### config.mk
export PLATFORM = sky130hd
export DESIGN_NAME = fft_bitrev_reorder
export DESIGN_NICKNAME = d
export VERILOG_FILES = /design/src/rtl/fft_bitrev_reorder_pkg.sv /design/src/rtl/fft_bitrev_reorder_ram.sv /design/src/rtl/fft_bitrev_reorder.sv
export SDC_FILE = /design/constraint.sdc
export NUM_CORES = 2
export LEC_CHECK = 0
export CAP_MARGIN = 20
export CORE_ASPECT_RATIO = 0.7
export CORE_MARGIN = 2
export CORE_UTILIZATION = 40
export DETAILED_ROUTE_END_ITERATION = 10
export GPL_TIMING_DRIVEN = 0
export PLACE_DENSITY = 0.58
export SYNTH_ARGS = -nofsm -noshare
export SYNTH_HDL_FRONTEND = slang
export SYNTH_SLANG_ARGS = --single-unit
### constraint.sdc
create_clock -name clk -period 3.7 [get_ports clk]
set_input_delay 0.925 -clock clk [delete_from_list [all_inputs] [get_ports clk]]
set_output_delay 0.925 -clock clk [all_outputs]
set_load 0.01 [all_outputs]
### src/rtl/fft_bitrev_reorder_pkg.sv
// -----------------------------------------------------------------------------
// fft_bitrev_reorder_pkg
// Shared types and helpers for the FFT bit-reverse reorder block.
//   DATA_WIDTH     : width of each of data_r / data_i
//   MAX_LOG2N      : widest bit-reverse the helper function supports
//   fft_data_t     : one complex sample {data_r, data_i}
//   fft_data_bus_t : streaming bus {valid, data}
//   bitrev()       : reverse the low 'width' bits of a value
// -----------------------------------------------------------------------------
package fft_bitrev_reorder_pkg;

    localparam int DATA_WIDTH = 16;
    localparam int MAX_LOG2N  = 16;

    typedef struct packed {
        logic [DATA_WIDTH-1:0] data_r;
        logic [DATA_WIDTH-1:0] data_i;
    } fft_data_t;

    typedef struct packed {
        logic      valid;
        fft_data_t data;
    } fft_data_bus_t;

    // Reverses the low 'width' bits of 'value'; bits at or above 'width'
    // come back as zero. Built by shifting so no variable bit index is needed.
    function automatic logic [MAX_LOG2N-1:0] bitrev(
        input logic [MAX_LOG2N-1:0] value,
        input int                   width
    );
        logic [MAX_LOG2N-1:0] result;
        logic [MAX_LOG2N-1:0] remaining;
        result    = '0;
        remaining = value;
        for (int i = 0; i < MAX_LOG2N; i++) begin
            if (i < width) begin
                result    = {result[MAX_LOG2N-2:0], remaining[0]};
                remaining = remaining >> 1;
            end
        end
        return result;
    endfunction

endpackage

### src/rtl/fft_bitrev_reorder_ram.sv
// -----------------------------------------------------------------------------
// fft_bitrev_reorder_ram (ping-pong sample store)
// Two banks of 2**ADDR_W complex samples, addressed as {bank, addr}.
// One write port, one combinational read port: the read value feeds the
// top's output register directly, so the register itself is the only
// pipeline stage on the read side.
//   clk    : clock, write on rising edge
//   we     : write enable
//   waddr  : {bank, addr} write address
//   wdata  : sample to store
//   raddr  : {bank, addr} read address
//   rdata  : sample at raddr (combinational)
// -----------------------------------------------------------------------------
module fft_pingpong_ram
    import fft_bitrev_reorder_pkg::*;
#(
    parameter int ADDR_W = 6
)
(
    input  logic              clk,
    input  logic              we,
    input  logic [ADDR_W:0]   waddr,
    input  fft_data_t         wdata,
    input  logic [ADDR_W:0]   raddr,
    output fft_data_t         rdata
);

    localparam int DEPTH = 2 << ADDR_W;

    fft_data_t mem [0:DEPTH-1];

    always_ff @(posedge clk) begin
        if (we) begin
            mem[waddr] <= wdata;
        end
    end

    assign rdata = mem[raddr];

endmodule

### src/rtl/fft_bitrev_reorder.sv
// -----------------------------------------------------------------------------
// fft_bitrev_reorder
// Takes a frame stream in bit-reversed order and re-emits it in natural
// order using two ping-pong banks: one bank fills while the other drains.
// Each incoming sample is written at the bit-reversed address of its arrival
// position, so the drain side simply reads addresses 0..N-1 in sequence.
//   clk        : clock, all state on rising edge
//   rst_n      : synchronous active-low reset
//   in         : {valid, data} input stream (bit-reversed order)
//   ready      : block can accept 'in' this cycle
//   out        : {valid, data} natural-order stream, data = 0 when not valid
//   next_ready : downstream accepts 'out' this cycle
// -----------------------------------------------------------------------------
module fft_bitrev_reorder
    import fft_bitrev_reorder_pkg::*;
#(
    parameter int LOG2N = 6
)
(
    input  logic          clk,
    input  logic          rst_n,
    input  fft_data_bus_t in,
    output logic          ready,
    output fft_data_bus_t out,
    input  logic          next_ready
);

    // Write side state
    logic [LOG2N-1:0] wcnt_reg;
    logic [LOG2N-1:0] wcnt_next;
    logic             wbank_reg;
    logic             wbank_next;

    // Read side state
    logic [LOG2N-1:0] rcnt_reg;
    logic [LOG2N-1:0] rcnt_next;
    logic             rbank_reg;
    logic             rbank_next;

    // One flag per bank: set when the bank holds a complete frame,
    // cleared when its last sample has been loaded into the output register.
    logic [1:0]       full_reg;
    logic [1:0]       full_next;

    fft_data_bus_t    out_reg;
    fft_data_bus_t    out_next;

    logic             accept;
    logic             load;
    logic             wr_last;
    logic             rd_last;
    logic [LOG2N-1:0] wr_addr;
    fft_data_t        rd_data;

    // ready depends only on registered state, never on in.valid, so there is
    // no combinational path from upstream valid back to upstream ready.
    assign ready   = ~full_reg[wbank_reg];
    assign accept  = in.valid & ready;

    // The output register reloads whenever it is empty or being consumed.
    assign load    = full_reg[rbank_reg] & (~out_reg.valid | next_ready);

    assign wr_last = accept & (wcnt_reg == '1);
    assign rd_last = load & (rcnt_reg == '1);

    assign wr_addr = LOG2N'(bitrev(MAX_LOG2N'(wcnt_reg), LOG2N));

    fft_pingpong_ram #(
        .ADDR_W (LOG2N)
    ) u_ram (
        .clk   (clk),
        .we    (accept),
        .waddr ({wbank_reg, wr_addr}),
        .wdata (in.data),
        .raddr ({rbank_reg, rcnt_reg}),
        .rdata (rd_data)
    );

    always_comb begin
        wcnt_next  = wcnt_reg;
        wbank_next = wbank_reg;
        rcnt_next  = rcnt_reg;
        rbank_next = rbank_reg;
        full_next  = full_reg;
        out_next   = out_reg;

        if (accept) begin
            // Counter is LOG2N bits wide, so the last sample wraps it to 0.
            wcnt_next = wcnt_reg + 1'b1;
            if (wr_last) begin
                wbank_next = ~wbank_reg;
            end
        end

        if (load) begin
            rcnt_next      = rcnt_reg + 1'b1;
            out_next.valid = 1'b1;
            out_next.data  = rd_data;
            if (rd_last) begin
                rbank_next = ~rbank_reg;
            end
        end else if (next_ready && out_reg.valid) begin
            out_next = '0;
        end

        // A bank being completed is always the write bank (not full) and a
        // bank being released is always the read bank (full), so these two
        // updates never target the same flag.
        if (wr_last) begin
            full_next[wbank_reg] = 1'b1;
        end
        if (rd_last) begin
            full_next[rbank_reg] = 1'b0;
        end
    end

    always_ff @(posedge clk) begin
        if (!rst_n) begin
            wcnt_reg  <= '0;
            wbank_reg <= 1'b0;
            rcnt_reg  <= '0;
            rbank_reg <= 1'b0;
            full_reg  <= '0;
            out_reg   <= '0;
        end else begin
            wcnt_reg  <= wcnt_next;
            wbank_reg <= wbank_next;
            rcnt_reg  <= rcnt_next;
            rbank_reg <= rbank_next;
            full_reg  <= full_next;
            out_reg   <= out_next;
        end
    end

    assign out = out_reg;

endmodule
# Word level (Yosys, flattened, before mapping)
# Memories as Yosys holds them, arrays and structs flattened.
# Index checks and enable logic that the tools add are counted.
# word_totals
ff_bits,49
mem_bits_rw,4096
input_bits,36
output_inout_bits,34
memories,1
# op_classes
addsub,2
magnitude_cmp,4
n_eq_ne,2
mux,14
bitwise_logic,12
reduce_logical,6
# memory_table
name,words,width,read_ports,rd_clocked_by_memory_dff,wr,line,source
u_ram.mem,128,32,1,0,1,fft_bitrev_reorder_ram.sv:30,fft_data_t mem [0:DEPTH-1];
# ops
op,n
$mux 33,2
$add 6x1->6 const B,2
$eq 6x6->1 const B,2
$mux 1,8
$and 1x1->1,4
$lt 1x2->1 const B,2
$mux 2,2
$not 1->1,4
$reduce_and 2->1,2
$logic_and 1x1->1,3
$and 2x2->2,1
$demux 1 s1,2
$ge 1x1->1 const B,2
$not 2->2,1
$or 2x2->2,1
$reduce_bool 2->1,1
$or 1x1->1,1

# Depth between registers and ports, before layout
# logic_depth
word_depth,8
mapped_depth,12

# By module
# From an unflattened synthesis, not the netlist that was laid out.
# hier_totals
cells_unflattened,6126
hier_area_um2,157464.8
# by_module_without_submodules
mod,instances,cells_each,area_each_um2
fft_pingpong_ram,1,5958,155635.5
fft_bitrev_reorder,1,168,1829.3

# Least setup slack after synthesis
# No wires, ideal clock.
# synth_path
kind,input -> register
from,in in[32] (netlist name)
to,"mem u_ram.mem[110][0] (netlist name), enable pin"
setup_time_ps,421
arrival_ps,3475
setup_slack_ps,-196
stages,7
path_buffers,3
path_cell_list,and2_1 -> clkbuf_1 -> nand3_1 -> or2_2 -> clkbuf_1 -> clkbuf_1 -> nor2_1
# synth_via
elab_chain_cells,3
# synth_lines
element,line,source
start: declaration,fft_bitrev_reorder.sv:22,"input fft_data_bus_t in,"
$and 1x1->1,fft_bitrev_reorder.sv:58,assign accept = in.valid & ready;
$mux 1,fft_bitrev_reorder_ram.sv:33,if (we) begin
$mux 1 (not written as such),fft_bitrev_reorder_ram.sv:34,mem[waddr] <= wdata;
end: declaration,fft_bitrev_reorder_ram.sv:30,
# Every way passes these cells.

# Worst setup path after layout
# layout_path
from,reg rcnt_reg[0]
to,"reg out_reg, in the netlist out[16]"
# layout_via
elab_chain_cells,2
# layout_lines
element,line,source
start: declaration,fft_bitrev_reorder.sv:35,logic [LOG2N-1:0] rcnt_reg;
start signal: assignment,fft_bitrev_reorder.sv:128,rcnt_reg <= rcnt_next;
$mem_v2 128x32,--,
$mux 33,fft_bitrev_reorder.sv:95,if (load) begin
end signal: assignment,fft_bitrev_reorder.sv:131,out_reg <= out_next;
end: declaration,fft_bitrev_reorder.sv:45,fft_data_bus_t out_reg;
# Every way passes these cells.
# A chain may end at the register's enable or synchronous reset.

==> run summary <==
Iter 0 DRT Violations = 20,270
min setup slack post-route = -272.0 ps
vias post-DR = 93,110
Final Cell Area = 191,800 sq um
Clock transition at path regs = 70 ps
critical path startpoint = rcnt_reg[0]
Max FO, Critical Path = 8
power density over cell area = 487.7 nW/um^2
Peak VDD IR = 352.8 uV
worst hold-check path type = input port to register
CP Capture Type = register
Max clock buf depth = 4
Placed Cells = 12,940
H-tree depth = 5
status = finished, violations left
Final nets = 8,321
CTS tree = yes
#FFs+latches synth = 4,145
Final Max Slew Viols = 0
vias in the first global route = 83,380
final setup TNS = -8400 ps
fill count = 31,950
non-filler cells, final = 13,910
Die ar. = 403,300 sq um
Final min period = 3972 ps
Slew @ Worst Pin = 1280 ps
ANT nets after route = 0
Layout Utilization = 48.49%
hold path start = in[2]
Worst Hold Path Cells = 1
Setup crit start kind = register
max-capacitance violation count = 0
# clock sinks = 4,145
Routed WL per cell = 49.88 um
mapped cell area = 159,300 sq um
DRC viols = 0
Clock Latency Late Sink = 1010 ps
Worst Reg-to-Reg Cells = 11
Synth Flop Type = edfxtp_1
CTS buffer count = 386
chip height = 531.9 um
Initial Utilization = 40.27%
sequential share of the synthesized area = 77.84%
CTS Hold Bufs = 0
Reg-to-Reg Start = rcnt_reg[0]
antenna violations before repair = 81
placed instance area = 174,200 sq um
drt via density = 6.695
clk root buf = clkbuf_16
# IOs = 70
Pleak = 58.56 nW
first-pass GRT wire length = 871,200 um
Syn-to-layout area delta = 20.43%
required time of the critical path = 4570 ps
IO Port Bufs = 69
core area = 395,500 sq um
largest net degree at the start of global routing = 97
worst endpoint data arrival time = 4840 ps
# rows = 193
Setup Skew = 68.34 ps
fmax = 251.8 MHz
synthesized net count = 7,312
EDFF count, synth = 4,096
failing checks = negative setup slack
total global-route track usage = 33.69%
ys async rst share = 0%
post-synthesis instance total = 7,274
hold slack = 347.6 ps
layout cell share with drive strength beyond 1 = 31.83%
Final setup viols = 106
max reg flops = 4,096
DRT Wirelength = 693,700 um
gpl congestion = 1.038
fin crit share = 107.4%
DP Wirelength = 488,800 um
Slew headroom = 14.70%
Die W = 758.2 um
synthesized area per cell = 21.90 sq um
Synth cell types = 68
Pre-antenna DRT Iters = 9
WS Path Type = register to register
grt ovf = 0
RSZ-0062 raised after global routing = true
synth warn = 0
Fin. Hold Viols = 0
## critical path: stages, from the launching register on
cell,delay (ps)
dfxtp_4,410
buf_12,160
buf_16,170
buf_16,140
buf_8,120
buf_16,190
buf_12,150
mux4_2,500
a22oi_2,890
o211ai_1,290
a221oi_4,580
o31ai_1,150
## layout make-up
type                       instances  area [sq um]  share of cell area (%)
tap                             5265          6588                   3.435
timing repair buffer             625          9568                   4.988
buffer                           430          4223                   2.202
clock inverter                   243          2247                   1.172
multi-input combinational       2686         34960                   18.23
antenna                           40         100.1                 0.05219
sequential                      4145        124000                   64.64
clock buffer                     464         10090                   5.260
inverter                           9         38.79                 0.02022
## where the power goes
group	switching, W	total, W	internal, W
Sequential	0.0000153	0.0516	0.0516
Combinational	0.00137	0.00165	0.000288
Clock	0.0182	0.0403	0.0221
Total	0.0196	0.0935	0.0740
## layer usage
| layer | vias up | GRT usage (%) | wire, um |
|---|---|---|---|
| li1 | 32990 | - | - |
| met5 | - | 0.7953 | 1335 |
| met1 | 49940 | 46.95 | 259800 |
| met3 | 1275 | 20.53 | 138000 |
| met2 | 8860 | 41.82 | 261400 |
| met4 | 46 | 13.38 | 33080 |
## kinds of logic (layout without fill, tap and decap cells)
group / Yosys count / in the layout / synth area share (%)
DFF: 4145 / 4145 / 77.84
muxes: 1385 / 1385 / 15.45
AOI/OAI and AO/OA: 747 / 747 / 3.383
and+or+nand+nor: 543 / 543 / 1.490
buffers and inverters: 443 / 1771 / 1.769
xor gates and xnor gates: 9 / 9 / 0.04949
adders and majority gates: 2 / 2 / 0.01571
other: 0 / 40 / 0
## cell usage after synthesis (7+ instances only)
| master | number | area [sq um] |
|---|---|---|
| dfxtp_1 | 49 | 980.9 |
| a31oi_1 | 24 | 150.1 |
| mux2i_1 | 475 | 4755 |
| a22oi_1 | 132 | 991.0 |
| buf_6 | 50 | 563.0 |
| clkbuf_1 | 142 | 533.0 |
| buf_4 | 83 | 623.1 |
| nand2b_1 | 12 | 75.07 |
| nand3_1 | 51 | 255.2 |
| edfxtp_1 | 4096 | 123000 |
| mux2_2 | 60 | 675.7 |
| o31ai_1 | 23 | 172.7 |
| and2_1 | 10 | 62.56 |
| o21ai_0 | 99 | 495.5 |
| buf_12 | 10 | 200.2 |
| a221oi_1 | 131 | 1147 |
| xnor2_1 | 7 | 61.31 |
| a311oi_1 | 9 | 78.83 |
| and3_1 | 7 | 43.79 |
| o221ai_1 | 52 | 455.4 |
| o22ai_1 | 44 | 275.3 |
| a2111oi_0 | 11 | 96.34 |
| a22o_1 | 14 | 122.6 |
| buf_8 | 14 | 210.2 |
| nor2b_1 | 17 | 106.4 |
| buf_2 | 118 | 590.6 |
| nand3b_1 | 8 | 60.06 |
| buf_1 | 17 | 63.81 |
| nor2_1 | 206 | 773.2 |
| a211oi_1 | 17 | 127.6 |
| a21oi_1 | 110 | 550.5 |
| mux4_2 | 841 | 18940 |
| mux4_1 | 9 | 236.5 |
| nand4_1 | 7 | 43.79 |
| nor3_1 | 37 | 185.2 |
| o211ai_1 | 26 | 195.2 |
| nand2_1 | 168 | 630.6 |
| a211o_1 | 11 | 96.34 |
## timing repair
action,4_1_cts,5_1_grt
gates resized for setup,459,219
buffers inserted,152,73
pin swaps,84,53
endpoints found under the setup margin,4135,355
## stage by stage
step	worst slack [ps]	total power (W)
final	-272.0	0.09355
after global routing	-209.8	0.09524
after CTS	-326.1	0.09339
after detailed placement	-2299	0.05420
after global placement	-5609	0.05426
after floorplan	-196.1	0.05284
## layout by cell type (no fill, tap or decap), types with 40 or more instances in the layout
master | Yosys | routed
edfxtp_1 | 4096 | 4096
mux4_2 | 841 | 841
mux2i_1 | 475 | 463
clkbuf_16 | 0 | 391
buf_4 | 83 | 257
buf_12 | 10 | 235
nand2_1 | 168 | 166
nor2_4 | 0 | 130
clkbuf_1 | 142 | 128
buf_6 | 50 | 123
buf_16 | 0 | 102
a22oi_1 | 132 | 101
buf_8 | 14 | 100
a221oi_1 | 131 | 94
clkinv_1 | 1 | 88
a21oi_1 | 110 | 85
clkinv_2 | 0 | 83
nor2_1 | 206 | 74
o21ai_0 | 99 | 61
mux2_2 | 60 | 60
clkbuf_2 | 0 | 55
o221ai_1 | 52 | 52
dfxtp_1 | 49 | 48
o22ai_1 | 44 | 43
nand3_1 | 51 | 41
diode_2 | 0 | 40
buf_2 | 118 | 40
## path summary, 6_finish.rpt
kind                 endpoint  slack, ps
max                   out[16]       -270
min          u_ram.mem[83][2]        350
max reg2reg           out[16]       -270
min reg2reg            out[6]        460
No activity file was read; power rests on OpenSTA's default activity.
